===== src/rtl/mul_issue_if.sv =====
// Bundle of request, multiplier-issue and response signals for mul_issue.
// slave  : view seen by mul_issue itself.
// master : view seen by whatever surrounds it (requester, multiplier, consumer).
interface mul_issue_if #(
  parameter int unsigned TAG_W = 4
);
  logic             req_valid;
  logic             req_ready;
  logic [1:0]       req_op;
  logic [31:0]      req_a;
  logic [31:0]      req_b;
  logic [TAG_W-1:0] req_tag;
  logic             flush;

  logic             mul_in_valid;
  logic             mul_in_ready;
  logic [32:0]      mul_src1;
  logic [32:0]      mul_src2;
  logic             mul_out_valid;
  logic [63:0]      mul_result;

  logic             resp_valid;
  logic             resp_ready;
  logic [31:0]      resp_data;
  logic [TAG_W-1:0] resp_tag;

  modport slave (
    input  req_valid, req_op, req_a, req_b, req_tag, flush,
    input  mul_in_ready, mul_out_valid, mul_result, resp_ready,
    output req_ready, mul_in_valid, mul_src1, mul_src2,
    output resp_valid, resp_data, resp_tag
  );

  modport master (
    output req_valid, req_op, req_a, req_b, req_tag, flush,
    output mul_in_ready, mul_out_valid, mul_result, resp_ready,
    input  req_ready, mul_in_valid, mul_src1, mul_src2,
    input  resp_valid, resp_data, resp_tag
  );
endinterface


===== src/rtl/mul_issue.sv =====
// Single-outstanding issue stage for the RV32M multiply instructions.
// Extends operands for a 33x33 signed Booth multiplier, waits for its
// done pulse, selects the low or high product word and returns it with
// the request tag. flush aborts the in-flight operation; a multiplier
// result already in flight is swallowed in DRAIN.
module mul_issue #(
  parameter int unsigned TAG_W = 4
) (
  input  logic      clk,
  input  logic      reset,
  mul_issue_if.slave bus
);

  typedef enum logic [2:0] {
    S_IDLE,
    S_ISSUE,
    S_WAIT,
    S_RESP,
    S_DRAIN
  } state_e;

  typedef enum logic [1:0] {
    OP_MUL    = 2'b00,
    OP_MULH   = 2'b01,
    OP_MULHSU = 2'b10,
    OP_MULHU  = 2'b11
  } op_e;

  state_e           state_q, state_d;
  op_e              op_q, op_d;
  logic [TAG_W-1:0] tag_q, tag_d;
  logic [32:0]      src1_q, src1_d;
  logic [32:0]      src2_q, src2_d;
  logic [31:0]      data_q, data_d;
  logic             accept;
  op_e              req_op;

  // Next-state, capture and handshake decode
  always_comb begin
    state_d = state_q;
    op_d    = op_q;
    tag_d   = tag_q;
    src1_d  = src1_q;
    src2_d  = src2_q;
    data_d  = data_q;
    req_op  = op_e'(bus.req_op);
    accept  = bus.req_valid && !bus.flush && (state_q == S_IDLE);

    unique case (state_q)
      S_IDLE: begin
        if (accept) begin
          op_d    = req_op;
          tag_d   = bus.req_tag;
          src1_d  = {bus.req_a[31] & ((req_op == OP_MULH) || (req_op == OP_MULHSU)), bus.req_a};
          src2_d  = {bus.req_b[31] & (req_op == OP_MULH), bus.req_b};
          state_d = S_ISSUE;
        end
      end
      S_ISSUE: begin
        // A handshake in the same cycle as flush means the multiplier owns
        // the operation, so its result must still be drained.
        if (bus.mul_in_ready) begin
          state_d = bus.flush ? S_DRAIN : S_WAIT;
        end else if (bus.flush) begin
          state_d = S_IDLE;
        end
      end
      S_WAIT: begin
        // A result coinciding with flush is the pulse DRAIN would discard,
        // so go straight to IDLE instead of waiting for one that never comes.
        if (bus.flush) begin
          state_d = bus.mul_out_valid ? S_IDLE : S_DRAIN;
        end else if (bus.mul_out_valid) begin
          data_d  = (op_q == OP_MUL) ? bus.mul_result[31:0] : bus.mul_result[63:32];
          state_d = S_RESP;
        end
      end
      S_RESP: begin
        if (bus.flush || bus.resp_ready) begin
          state_d = S_IDLE;
        end
      end
      S_DRAIN: begin
        if (bus.mul_out_valid) begin
          state_d = S_IDLE;
        end
      end
      default: state_d = S_IDLE;
    endcase
  end

  // State and operand/result registers
  always_ff @(posedge clk or negedge reset) begin
    if (!reset) begin
      state_q <= S_IDLE;
      op_q    <= OP_MUL;
      tag_q   <= '0;
      src1_q  <= '0;
      src2_q  <= '0;
      data_q  <= '0;
    end else begin
      state_q <= state_d;
      op_q    <= op_d;
      tag_q   <= tag_d;
      src1_q  <= src1_d;
      src2_q  <= src2_d;
      data_q  <= data_d;
    end
  end

  // Outputs; req_ready also gated by reset so it stays low while held in reset
  always_comb begin
    bus.req_ready    = reset && !bus.flush && (state_q == S_IDLE);
    bus.mul_in_valid = (state_q == S_ISSUE);
    bus.mul_src1     = src1_q;
    bus.mul_src2     = src2_q;
    bus.resp_valid   = (state_q == S_RESP);
    bus.resp_data    = data_q;
    bus.resp_tag     = tag_q;
  end

endmodule


===== src/flat_wrapper.sv =====
// flat-port wrapper written by rule: the top's interface ports become plain ports
module mul_issue_flat 
#(
  parameter int unsigned TAG_W = 4
)
  (clk, reset, bus_req_valid, bus_req_op, bus_req_a, bus_req_b, bus_req_tag, bus_flush, bus_mul_in_ready, bus_mul_out_valid, bus_mul_result, bus_resp_ready, bus_req_ready, bus_mul_in_valid, bus_mul_src1, bus_mul_src2, bus_resp_valid, bus_resp_data, bus_resp_tag);
  mul_issue_if #(.TAG_W(TAG_W)) bus_i ();
  input  logic clk;
  input  logic reset;
  input wire logic [$bits(bus_i.req_valid)-1:0] bus_req_valid;
  input wire logic [$bits(bus_i.req_op)-1:0] bus_req_op;
  input wire logic [$bits(bus_i.req_a)-1:0] bus_req_a;
  input wire logic [$bits(bus_i.req_b)-1:0] bus_req_b;
  input wire logic [$bits(bus_i.req_tag)-1:0] bus_req_tag;
  input wire logic [$bits(bus_i.flush)-1:0] bus_flush;
  input wire logic [$bits(bus_i.mul_in_ready)-1:0] bus_mul_in_ready;
  input wire logic [$bits(bus_i.mul_out_valid)-1:0] bus_mul_out_valid;
  input wire logic [$bits(bus_i.mul_result)-1:0] bus_mul_result;
  input wire logic [$bits(bus_i.resp_ready)-1:0] bus_resp_ready;
  output wire logic [$bits(bus_i.req_ready)-1:0] bus_req_ready;
  output wire logic [$bits(bus_i.mul_in_valid)-1:0] bus_mul_in_valid;
  output wire logic [$bits(bus_i.mul_src1)-1:0] bus_mul_src1;
  output wire logic [$bits(bus_i.mul_src2)-1:0] bus_mul_src2;
  output wire logic [$bits(bus_i.resp_valid)-1:0] bus_resp_valid;
  output wire logic [$bits(bus_i.resp_data)-1:0] bus_resp_data;
  output wire logic [$bits(bus_i.resp_tag)-1:0] bus_resp_tag;
  assign bus_i.req_valid = bus_req_valid;
  assign bus_i.req_op = bus_req_op;
  assign bus_i.req_a = bus_req_a;
  assign bus_i.req_b = bus_req_b;
  assign bus_i.req_tag = bus_req_tag;
  assign bus_i.flush = bus_flush;
  assign bus_i.mul_in_ready = bus_mul_in_ready;
  assign bus_i.mul_out_valid = bus_mul_out_valid;
  assign bus_i.mul_result = bus_mul_result;
  assign bus_i.resp_ready = bus_resp_ready;
  assign bus_req_ready = bus_i.req_ready;
  assign bus_mul_in_valid = bus_i.mul_in_valid;
  assign bus_mul_src1 = bus_i.mul_src1;
  assign bus_mul_src2 = bus_i.mul_src2;
  assign bus_resp_valid = bus_i.resp_valid;
  assign bus_resp_data = bus_i.resp_data;
  assign bus_resp_tag = bus_i.resp_tag;
  mul_issue #(.TAG_W(TAG_W)) u_core (.clk(clk), .reset(reset), .bus(bus_i));
endmodule

===== config.mk =====
export PLATFORM = sky130hd
export DESIGN_NAME = mul_issue_flat
export DESIGN_NICKNAME = d
export VERILOG_FILES = /design/src/rtl/mul_issue_if.sv /design/src/rtl/mul_issue.sv /design/src/flat_wrapper.sv
export SDC_FILE = /design/constraint.sdc
export NUM_CORES = 1
export LEC_CHECK = 0
export CORE_ASPECT_RATIO = 2
export CORE_MARGIN = 2
export CORE_UTILIZATION = 44
export CTS_BUF_LIST = sky130_fd_sc_hd__clkbuf_8
export DETAILED_ROUTE_END_ITERATION = 6
export PLACE_DENSITY = 0.95
export SLEW_MARGIN = 20
export SYNTH_ARGS = -nofsm -noshare
export SYNTH_HDL_FRONTEND = slang
export SYNTH_SLANG_ARGS = --single-unit

===== constraint.sdc =====
create_clock -name clk -period 2.5 [get_ports clk]
set_clock_uncertainty 0.2 [all_clocks]
set_input_delay 0.25 -clock clk [delete_from_list [all_inputs] [get_ports clk]]
set_output_delay 0.25 -clock clk [all_outputs]
set_load 0.02 [all_outputs]

== Word-level counts from Yosys, hierarchy flattened ==
Cells that the tools add are included.
W data, S select, Z words.

* Eq/ne operators: 11
* Multiplexer cells: 11
* Bitwise operators: 3
* Reductions and logical operators: 12

{| class="wikitable"
|+ Operators with widths
! kind !! number
|-
| $mux W32 || 1
|-
| $mux W3 || 9
|-
| $pmux W3 S5 || 1
|-
| $eq A3 B2 Y1 const B || 2
|-
| $ne A3 B3 Y1 const B || 2
|-
| $reduce_and A5 Y1 || 1
|-
| $logic_and A1 B1 Y1 || 4
|-
| $ne A2 B1 Y1 const B || 2
|-
| $eq A3 B1 Y1 const B || 1
|-
| $eq A3 B3 Y1 const B || 1
|-
| $logic_not A3 Y1 || 1
|-
| $reduce_and A3 Y1 || 1
|-
| $and A1 B1 Y1 || 2
|-
| $eq A2 B1 Y1 const B || 1
|-
| $eq A2 B2 Y1 const B || 1
|-
| $logic_not A2 Y1 || 1
|-
| $logic_or A1 B1 Y1 || 2
|-
| $ne A2 B2 Y1 const B || 1
|-
| $reduce_and A2 Y1 || 1
|-
| $logic_not A1 Y1 || 1
|-
| $not A1 Y1 || 1
|}

* Register bits: 107
* Bits of input ports: 141
* Output and inout port bits: 105

== Logic depth before layout (Yosys ltp) ==
Gate-level depths: netlist of run 1.

* Word-level depth: 5
* Gate-level depth with buffers: 7
* Gate-level depth less buffers: 4

== Worst setup path before layout of run 1 ==
No wires, ideal clock.

* Path kind: flip-flop to flip-flop
* Start: reg u_core.state_q[0]
* End: reg u_core.state_q[0]
* Data arrival time: 1.326 ns
* Path slack: 0.849 ns
* Cell stages (with the launch flop): 6
* Path buffers: 1
* Path through: dfrtp_1 -> buf_2 -> a211o_1 -> a21o_1 -> nand3_2 -> mux2_2

* Word-level cells in the longest chain between the ends: 4

{| class="wikitable"
|+ RTL lines
! element !! line !! source
|-
| from (decl) || mul_issue.sv:29 || <nowiki>state_e state_q, state_d;</nowiki>
|-
| from (signal assigned) || mul_issue.sv:102 || <nowiki>state_q <= state_d;</nowiki>
|-
| $logic_not A3 Y1 || mul_issue.sv:47, mul_issue.sv:49 ||
|-
| $logic_and A1 B1 Y1 || mul_issue.sv:47 || <nowiki>accept = bus.req_valid && !bus.flush && (state_q == S_IDLE);</nowiki>
|-
| $ne A2 B1 Y1 (no source line) || - ||
|-
| $reduce_and A5 Y1 (no source line) || - ||
|}

Parallel ways exist; a longest one is shown, timed or not.
A chain may end at the register's enable or synchronous reset.

== Worst setup path in the final report of run 1 ==
* Start: reg u_core.state_q[0]
* End: out bus_req_ready

* Word-level cells in the longest chain between the ends: 2

{| class="wikitable"
|+ RTL lines
! element !! line !! source
|-
| $logic_not A3 Y1 || mul_issue.sv:113 || <nowiki>bus.req_ready = reset && !bus.flush && (state_q == S_IDLE);</nowiki>
|-
| $logic_and A1 B1 Y1 || mul_issue.sv:113 ||
|-
| to (decl) || flat_wrapper.sv:20 || <nowiki>output wire logic [$bits(bus_i.req_ready)-1:0] bus_req_ready;</nowiki>
|}

Every way passes these cells.

==> results_dict.tcl, run 1 <==
set metrics [dict create \
    cp-end-kind "output pin" \
    cts_resized 0 \
    status "completed" \
    hold_class "input pin to flop" \
    critPathTopFamily "buffers and inverters" \
    grt_pass1_wl_mm 21.0 \
    clkLatencyLatePin_ns 0.35 \
    clockPowerShare_pct 10.3 \
    cts.sinks 107 \
    setup_tns_ns 0 \
    synth-seq-cells 107 \
    post-cts-setup-buffers 0 \
    hold_viol_final 0 \
    rows 52 \
    critPathLaunchType "flop" \
    p_int_mw 5.77 \
    root_buffer "clkbuf_8" \
    setup_violations 0 \
    synth_cell_type_count 26 \
    cp_slowest_cell "clkdlybuf4s50_1" \
    ir_drop_mv 0.770 \
    syn_inst 329 \
    gr-total-overflow 0 \
    drt_iter0_markers 155 \
    cts_hold_buf 1 \
    numCtsBuffers 9 \
    multi_input_area_mm2 0.00179 \
    drv_slew 0 \
    cts_tree "done" \
    p_seq_share_pct 34.2 \
    worstPathCellList "nor2_2, and3_1, clkdlybuf4s50_1" \
    grt_pass1_vias 3940 \
    power_switching_mw 3.57 \
    grt_max_degree 71 \
    die_area_mm2 0.0113 \
    grtUsageTotal_pct 23.9 \
    slew_headroom_pct 42.0 \
    utilization_pct 72.7 \
    ys_seq_area_share_pct 58.3 \
    wl_mm 13.4 \
    port_buffers 245 \
    cp.buffers_inverters 1 \
    slowest_delay_ns 0.61 \
    finalNetCount 716 \
    power.density_mw_per_mm2 1270 \
    ant_nets 0 \
    path_clk_slew_ns 0.10 \
    wl_per_cell_um 18.7 \
    rsz0062_at_grt "no" \
    die_h_um 149 \
    cts.htree.levels 3 \
    syn_to_final_growth_pct 60.6 \
    critPathKind "flop to output pin" \
    crit_fanout 11 \
    finalCriticalPeriod_ns 2.37 \
    vias 3546 \
    antenna_found_initial 0 \
    regArea_mm2 0.00268 \
    yosys_warnings 0 \
    syn_nets 471 \
    crit_arrival_ns 1.92 \
    max_cap_violations 0 \
    clock.fmax_mhz 422 \
    final.period_utilization_pct 94.7 \
    worst_ep_required_time_ns 2.05 \
    worst_pin_slew_ns 0.870 \
    diodes 0 \
    postSynthAreaPerCell_um2 14.0 \
    clk_path_buf_depth 2 \
    drc 0 \
    drt_first_pass_iters 4 \
    vias_per_cell 4.97 \
    drive_gt1_share_pct 17.1 \
    place.gp.congestion 0.837 \
    core_mm2 0.0101 \
    initial_core_util_pct 45.3 \
    pin_count 246 \
    power_frac_comb_pct 55.5 \
    die_w_um 76.3 \
    fillers 700 \
    leakage_nw 3.31 \
    dp_hpwl_mm 10.6 \
    syn_area_mm2 0.00459 \
    netSwitchingFraction_pct 38.2 \
]
==> worst min-delay path: stages <==
cell	delay, ns
clkdlybuf4s50_1	0.41
nand2_1	0.06
o21ai_0	0.06
==> power groups by stage <==
stage	logic [mW]	clock network [mW]	registers, mW
global route	5.44	1.06	3.30
finish	5.18	0.959	3.19
CTS	5.24	0.999	3.19
floorplan	1.76	0	4.13
global placement	5.04	0	3.13
detailed placement	5.23	0	3.20
==> stage by stage <==
| stage | total power, mW | cell area (um^2) | worst slack [ns] | std cells | hold slack (ns) |
|---|---|---|---|---|---|
| 4_1_cts | 9.42 | 7380 | 0.117 | 714 | 0.237 |
| 6_report | 9.34 | 7380 | 0.132 | 714 | 0.259 |
| 2_1_floorplan | 5.90 | 4590 | 0.849 | 329 | -0.246 |
| 3_3_place_gp | 8.17 | 7190 | 0.322 | 697 | 0.143 |
| 3_5_place_dp | 8.44 | 7190 | 0.300 | 697 | 0.144 |
| 5_1_grt | 9.79 | 7380 | 0.0420 | 714 | 0.263 |
==> synthesized netlist by cell type <==
| master | number | area, um^2 |
|---|---|---|
| dfrtp_1 | 107 | 2680 |
| mux2_4 | 44 | 661 |
| o21ai_0 | 39 | 195 |
| nand2_1 | 38 | 143 |
| mux2i_1 | 33 | 330 |
| mux2_2 | 26 | 293 |
| buf_2 | 6 | 30.0 |
| buf_6 | 6 | 67.6 |
| clkbuf_1 | 6 | 22.5 |
| nor2_1 | 3 | 11.3 |
| and3_1 | 2 | 12.5 |
| inv_1 | 2 | 7.51 |
| nand3_2 | 2 | 20.0 |
| nor2_2 | 2 | 12.5 |
| nor3b_1 | 2 | 15.0 |
| a211o_1 | 1 | 8.76 |
| a211oi_1 | 1 | 7.51 |
| a21o_1 | 1 | 7.51 |
| and2_1 | 1 | 6.26 |
| and3b_1 | 1 | 8.76 |
| buf_4 | 1 | 7.51 |
| ha_1 | 1 | 12.5 |
| nand2b_1 | 1 | 6.26 |
| nand4b_2 | 1 | 15.0 |
| nor2_4 | 1 | 11.3 |
| nor3_1 | 1 | 5.00 |
==> kinds of logic after synthesis <==
kind of cell / count (synthesis) / synth area share (%)
muxes: 103 / 27.9
buffers and inverters: 21 / 2.94
AOI/OAI and AO/OA: 42 / 4.77
adders and majority gates: 1 / 0.272
and+or+nand+nor: 55 / 5.80
DFF: 107 / 58.3
==> final timing paths <==
check | start | endpoint | slack [ns] | cells after the start
min reg2reg | u_core.bus.resp_data[27] | u_core.bus.resp_data[27] | 0.29 | 2
max reg2reg | u_core.state_q[0] | u_core.bus.mul_src1[5] | 0.61 | 4
min | bus_req_b[31] | u_core.bus.mul_src2[32] | 0.26 | 3
max | u_core.state_q[0] | bus_req_ready | 0.13 | 3
max in group asynchronous | reset | u_core.bus.mul_src1[12] | 1.01 | 3
min in group asynchronous | reset | u_core.bus.resp_data[8] | 0.36 | 3
==> area by class of cell <==
cell class	instances	share of cell area, %
Timing Repair Buffer	253	34.6
Inverter	2	0.102
Multi-Input combinational cell	201	24.3
Tap cell	135	2.29
Clock inverter	7	0.746
Sequential cell	107	36.3
Clock buffer	9	1.68
==> routing by layer <==
metal | vias to the layer above | share of wire, % | wire (um) | global-route usage, %
met5 | - | 0 | 0 | 0
met4 | 0 | 4.4 | 587 | 12.5
met3 | 40 | 4.5 | 604 | 4.55
met2 | 150 | 56 | 7550 | 44.3
li1 | 1628 | - | - | -
met1 | 1728 | 35 | 4630 | 25.3
==> cells in the final DEF, fill, tap and decap left out, types with 2 or more instances in the layout <==
master           netlist  routed
o21ai_0               39      39
buf_12                 0       3
nor3b_1                2       2
mux2_2                26      26
nand2_1               38      38
buf_4                  1       5
mux2_4                44      44
and3_1                 2       2
inv_1                  2       3
mux2i_1               33      33
clkdlybuf4s50_1        0     244
dfrtp_1              107     107
nor2_4                 1       2
nor2_1                 3       3
clkbuf_8               0       9
clkinv_4               0       4
==> state kept, by name (all words and copies together) (netlist names) <==
name                  count
u_core.bus.mul_src1      33
u_core.op_q               2
u_core.state_q            3
u_core.bus.resp_tag       4
u_core.bus.mul_src2      33
u_core.bus.resp_data     32
Note: power is estimated with default switching activity, not from simulation.
==> run 2, diff against run 1 <==
--- a/config.mk
+++ b/config.mk
@@ -5,7 +5,6 @@
 export SDC_FILE = /design/constraint.sdc
 export NUM_CORES = 1
 export LEC_CHECK = 0
-export CORE_ASPECT_RATIO = 2
 export CORE_MARGIN = 2
 export CORE_UTILIZATION = 44
 export CTS_BUF_LIST = sky130_fd_sc_hd__clkbuf_8
==> constraint.sdc (replaced) <==
create_clock -name clk -period 2.84 [get_ports clk]
set_clock_uncertainty 0.2 [all_clocks]
set_input_delay 0.284 -clock clk [delete_from_list [all_inputs] [get_ports clk]]
set_output_delay 0.284 -clock clk [all_outputs]
set_load 0.02 [all_outputs]
==> run 2 against run 1 <==
- clock-buffer cell count increased by 1
- setup slack improved by 0.28 ns
- worst hold slack improved by 0.026 ns
- register-to-register slack improved by 0.03 ns
- die area decreased by 0.44%
- sequential share of layout area decreased by 0.15 points
- routed wire length decreased by 6.6%
- largest cell class unchanged
- largest power group unchanged
==> results_dict.tcl, run 2 (synthesis results as in run 1) <==
set metrics [dict create \
    status "completed" \
    r2r_setup_slack_ns 0.64 \
    worst_slack_ns 0.414 \
    ant_nets 0 \
    drc 0 \
    clk_path_buf_depth 2 \
    place.gp.congestion 0.829 \
    clock.fmax_mhz 412 \
    numCtsBuffers 9 \
    wl_mm 12.5 \
    hold_class "flop to flop" \
    path_clk_slew_ns 0.09 \
    cts_resized 0 \
    final.period_utilization_pct 85.4 \
    power.density_mw_per_mm2 1130 \
    grt_pass1_wl_mm 19.8 \
    critPathTopFamily "buffers and inverters" \
    cts.htree.levels 3 \
    die_h_um 106 \
    critPathLaunchType "flop" \
    max_cap_violations 0 \
    critPathKind "flop to output pin" \
    worst_pin_slew_ns 0.787 \
    post-cts-setup-buffers 0 \
    cts_tree "done" \
    diodes 0 \
    drive_gt1_share_pct 16.8 \
    setup_violations 0 \
    finalNetCount 715 \
    core_mm2 0.0102 \
    dp_slack_ns 0.362 \
    vias_per_cell 4.93 \
    hold_viol_final 0 \
    crit_fanout 11 \
    root_buffer "clkbuf_8" \
    drv_slew 0 \
    cp_slowest_cell "clkdlybuf4s50_1" \
    setup_tns_ns 0 \
    die_area_mm2 0.0113 \
    finalCriticalPeriod_ns 2.43 \
    die_w_um 106 \
    slew_headroom_pct 47.5 \
    initial_core_util_pct 44.9 \
    grt_pass1_vias 3801 \
    syn_to_final_growth_pct 61.2 \
    drt_first_pass_iters 4 \
    ir_drop_mv 0.626 \
    final_cell_mix "244 x clkdlybuf4s50_1, 107 x dfrtp_1, 44 x mux2_4, 39 x o21ai_0, 38 x nand2_1" \
    pin_count 246 \
    slowest_delay_ns 0.60 \
    utilization_pct 72.4 \
    gr-total-overflow 0 \
    place_area_mm2 0.00716 \
    wl_per_cell_um 17.5 \
    cp.buffers_inverters 1 \
    cp-end-kind "output pin" \
    grtUsageTotal_pct 22.9 \
    final_common_cell "clkdlybuf4s50_1" \
    drt_iter0_markers 101 \
    port_buffers 245 \
    fin_area_mm2 0.00741 \
    cts_hold_buf 1 \
    crit_arrival_ns 1.94 \
    worst_ep_required_time_ns 2.36 \
    rows 37 \
    vias 3516 \
    antenna_found_initial 0 \
    rsz0062_at_grt "no" \
    worstPathCellList "nor2_2, and3_1, clkdlybuf4s50_1" \
    cts.sinks 107 \
    leakage_nw 3.32 \
    clkLatencyLatePin_ns 0.36 \
    dp_hpwl_mm 9.84 \
    grt_max_degree 65 \
]
## run 2: worst min-delay path: stages, from the launching register on
cell     delay, ns
dfrtp_1       0.35
nand2_1       0.04
o21ai_0       0.06
## run 2: worst paths after layout
kind,start,end,cells past startpoint
max in group asynchronous,reset,u_core.bus.mul_src2[21],3
min reg2reg,u_core.bus.resp_data[18],u_core.bus.resp_data[18],2
min in group asynchronous,reset,u_core.bus.resp_data[23],3
max reg2reg,u_core.state_q[0],u_core.bus.mul_src2[11],4
min,u_core.bus.resp_data[18],u_core.bus.resp_data[18],2
max,u_core.state_q[0],bus_req_ready,3
## run 2: per-stage QoR
stage / hold WS (ns) / std cells / total power, mW
after floorplan: -0.212 / 329 / 5.19
after CTS: 0.281 / 713 / 8.45
final: 0.285 / 713 / 8.37
after global routing: 0.294 / 713 / 8.84
after global placement: 0.240 / 697 / 7.15
after detailed placement: 0.245 / 697 / 7.34
## run 2: where the power goes
group          internal, mW  leakage (nW)  switching [mW]  total [mW]
Sequential             2.30          1.31           0.502        2.80
Combinational          2.44          1.89            2.04        4.48
Clock                 0.603         0.124           0.484        1.09
## run 2: cell type report
type / count / area (um^2)
multi-input combinational: 201 / 1790
sequential: 107 / 2680
clock buffer: 10 / 138
timing repair buffer: 252 / 2520
fill: 699 / 2820
inverter: 2 / 7.51
clock inverter: 5 / 103
tap: 136 / 170
## run 2: per-layer routing
layer,vias to the layer above,wire (um),global-route usage [%]
met3,33,949,9.20
li1,1627,-,-
met5,-,0,0
met2,149,6610,40.4
met4,0,389,8.55
met1,1707,4540,24.6
==> run 3, diff against run 2 <==
--- a/config.mk
+++ b/config.mk
@@ -9,8 +9,9 @@
 export CORE_UTILIZATION = 44
 export CTS_BUF_LIST = sky130_fd_sc_hd__clkbuf_8
 export DETAILED_ROUTE_END_ITERATION = 6
+export HOLD_SLACK_MARGIN = 0.12
 export PLACE_DENSITY = 0.95
-export SLEW_MARGIN = 20
+export RECOVER_POWER = 50
 export SYNTH_ARGS = -nofsm -noshare
 export SYNTH_HDL_FRONTEND = slang
 export SYNTH_SLANG_ARGS = --single-unit
==> run 3 against run 2 <==
- the flow now finishes with violations (max-capacitance violations, max-slew violations)
- register-to-register slack hardly changed
- critical endpoint unchanged
- sequential share of layout area hardly changed
- global-route usage stayed put
- total power is 1.8% lower
- via count hardly changed
- first-iteration DRC count is 5.0% higher
- combinational power is 3% lower
- design area is 0.12% lower
- clock power hardly changed
- largest cell class unchanged
- critical path depth stayed put
- fmax is 0.12% higher
- critical path type unchanged
- largest power group unchanged
- setup slack better by 0.0028 ns
==> results_dict.tcl, run 3 (synthesis results as in run 1) <==
set metrics [dict create \
    use_met2_pct 40.4 \
    cp-end-kind "output pin" \
    rsz0062_at_grt "no" \
    place_area_mm2 0.00716 \
    clkLatencyLatePin_ns 0.36 \
    cts_tree "done" \
    ir_drop_mv 0.625 \
    worst_pin_slew_ns 1.52 \
    initial_core_util_pct 44.9 \
    post-cts-setup-buffers 0 \
    worstPathCellList "nor2_2, and3_1, clkdlybuf4s50_1" \
    die_area_mm2 0.0113 \
    root_buffer "clkbuf_8" \
    worst_slack_ns 0.417 \
    finalNetCount 715 \
    vias_per_cell 4.94 \
    drc 0 \
    pin_count 246 \
    utilization_pct 72.3 \
    syn_to_final_growth_pct 61.0 \
    wl_mm 12.5 \
    setup_violations 0 \
    fin_area_mm2 0.00740 \
    setup_tns_ns 0 \
    crit_fanout 11 \
    power_switching_mw 3.01 \
    crit_arrival_ns 1.94 \
    cp_slowest_cell "clkdlybuf4s50_1" \
    use_met1_pct 24.6 \
    grt_pass1_vias 3801 \
    grt_max_degree 65 \
    hold_viol_final 0 \
    final.period_utilization_pct 85.3 \
    hold_class "flop to flop" \
    critPathKind "flop to output pin" \
    slew_headroom_pct -1.37 \
    core_mm2 0.0102 \
    finalCriticalPeriod_ns 2.42 \
    violations "max-capacitance violations, max-slew violations" \
    wl_per_cell_um 17.5 \
    ant_nets 0 \
    dp_slack_ns 0.362 \
    dp_hpwl_mm 9.84 \
    drive_gt1_share_pct 16.6 \
    grtUsageTotal_pct 22.9 \
    grt_pass1_wl_mm 19.8 \
    place.gp.congestion 0.829 \
    grt-busiest-layer "met2" \
    p_seq_share_pct 33.9 \
    die_h_um 106 \
    netSwitchingFraction_pct 36.7 \
    diodes 0 \
    critPathLaunchType "flop" \
    die_w_um 106 \
    gr-total-overflow 0 \
    cts.htree.levels 3 \
    rows 37 \
    slowest_delay_ns 0.60 \
    clk_path_buf_depth 2 \
    drv_slew 65 \
    final_cell_mix "194 x clkdlybuf4s50_1, 107 x dfrtp_1, 51 x dlygate4sd3_1, 44 x mux2_4, 39 x o21ai_0" \
    numCtsBuffers 9 \
    port_buffers 245 \
    power.density_mw_per_mm2 1110 \
    cts.sinks 107 \
    final_common_cell "clkdlybuf4s50_1" \
    grt_util_met3_pct 9.20 \
    status "complete, but fails checks" \
    p_int_mw 5.20 \
    antenna_found_initial 0 \
    clock.fmax_mhz 413 \
    clockPowerShare_pct 13.2 \
    path_clk_slew_ns 0.09 \
    drt_first_pass_iters 4 \
    max_cap_violations 1 \
    power_frac_comb_pct 52.9 \
    worst_ep_required_time_ns 2.36 \
    drt_iter0_markers 106 \
    vias 3519 \
    leakage_nw 3.37 \
]
## run 3: cell count changes in the layout (fill, tap and decap cells not counted)
cell,previous run,this run
clkdlybuf4s50_1,244,194
clkbuf_2,0,2
dlygate4sd3_1,1,51
buf_4,6,3
clkbuf_1,0,1
## run 3: worst paths after layout
path / endpoint / slack [ns] / cells after the start / from
setup / recovery: bus_req_ready / 0.42 / 3 / u_core.state_q[0]
max in group asynchronous: u_core.bus.mul_src1[22] / 0.58 / 3 / reset
min in group asynchronous: u_core.bus.resp_data[23] / 0.75 / 3 / reset
hold reg to reg: u_core.bus.resp_data[18] / 0.28 / 2 / u_core.bus.resp_data[18]
hold / removal: u_core.bus.resp_data[18] / 0.28 / 2 / u_core.bus.resp_data[18]
setup reg to reg: u_core.bus.mul_src2[11] / 0.64 / 4 / u_core.state_q[0]
## run 3: cell type report
class | instances | area [um^2]
Timing Repair Buffer | 252 | 2510
Clock inverter | 5 | 103
Multi-Input combinational cell | 201 | 1790
Inverter | 2 | 7.51
Sequential cell | 107 | 2680
Clock buffer | 10 | 138
Tap cell | 136 | 170
Fill cell | 701 | 2830
## run 3: critical path, delay by kind of cell (launching register included)
kind,cells,cell delay [ns]
buffers and inverters,1,0.60
DFF,1,0.50
and+or+nand+nor,2,0.48
## run 3: stage by stage
stage	cells	hold slack, ns	total power [mW]
floorplan	329	-0.212	5.19
global placement	697	0.240	7.15
detailed placement	697	0.245	7.34
CTS	713	0.281	8.45
global route	713	0.294	8.69
finish	713	0.281	8.22
## run 3: power by group through the flow
| stage | logic (mW) | registers [mW] | clock network [mW] |
|---|---|---|---|
| 6_report | 4.35 | 2.78 | 1.09 |
| 3_3_place_gp | 4.37 | 2.77 | 0 |
| 3_5_place_dp | 4.51 | 2.83 | 0 |
| 4_1_cts | 4.53 | 2.80 | 1.12 |
| 5_1_grt | 4.61 | 2.88 | 1.20 |
| 2_1_floorplan | 1.55 | 3.64 | 0 |
## run 3: metal layers
metal	wire [um]	vias to the layer above	share of wire, %
li1	-	1633	-
met1	4520	1707	36
met2	6600	146	53
met3	949	33	7.6
met4	389	0	3.1
met5	0	-	0
## run 3: timing repair
action / CTS / global route
hold endpoints to repair: 107 / 0
hold buffers: 1 / 0
resized for setup: 0 / 0
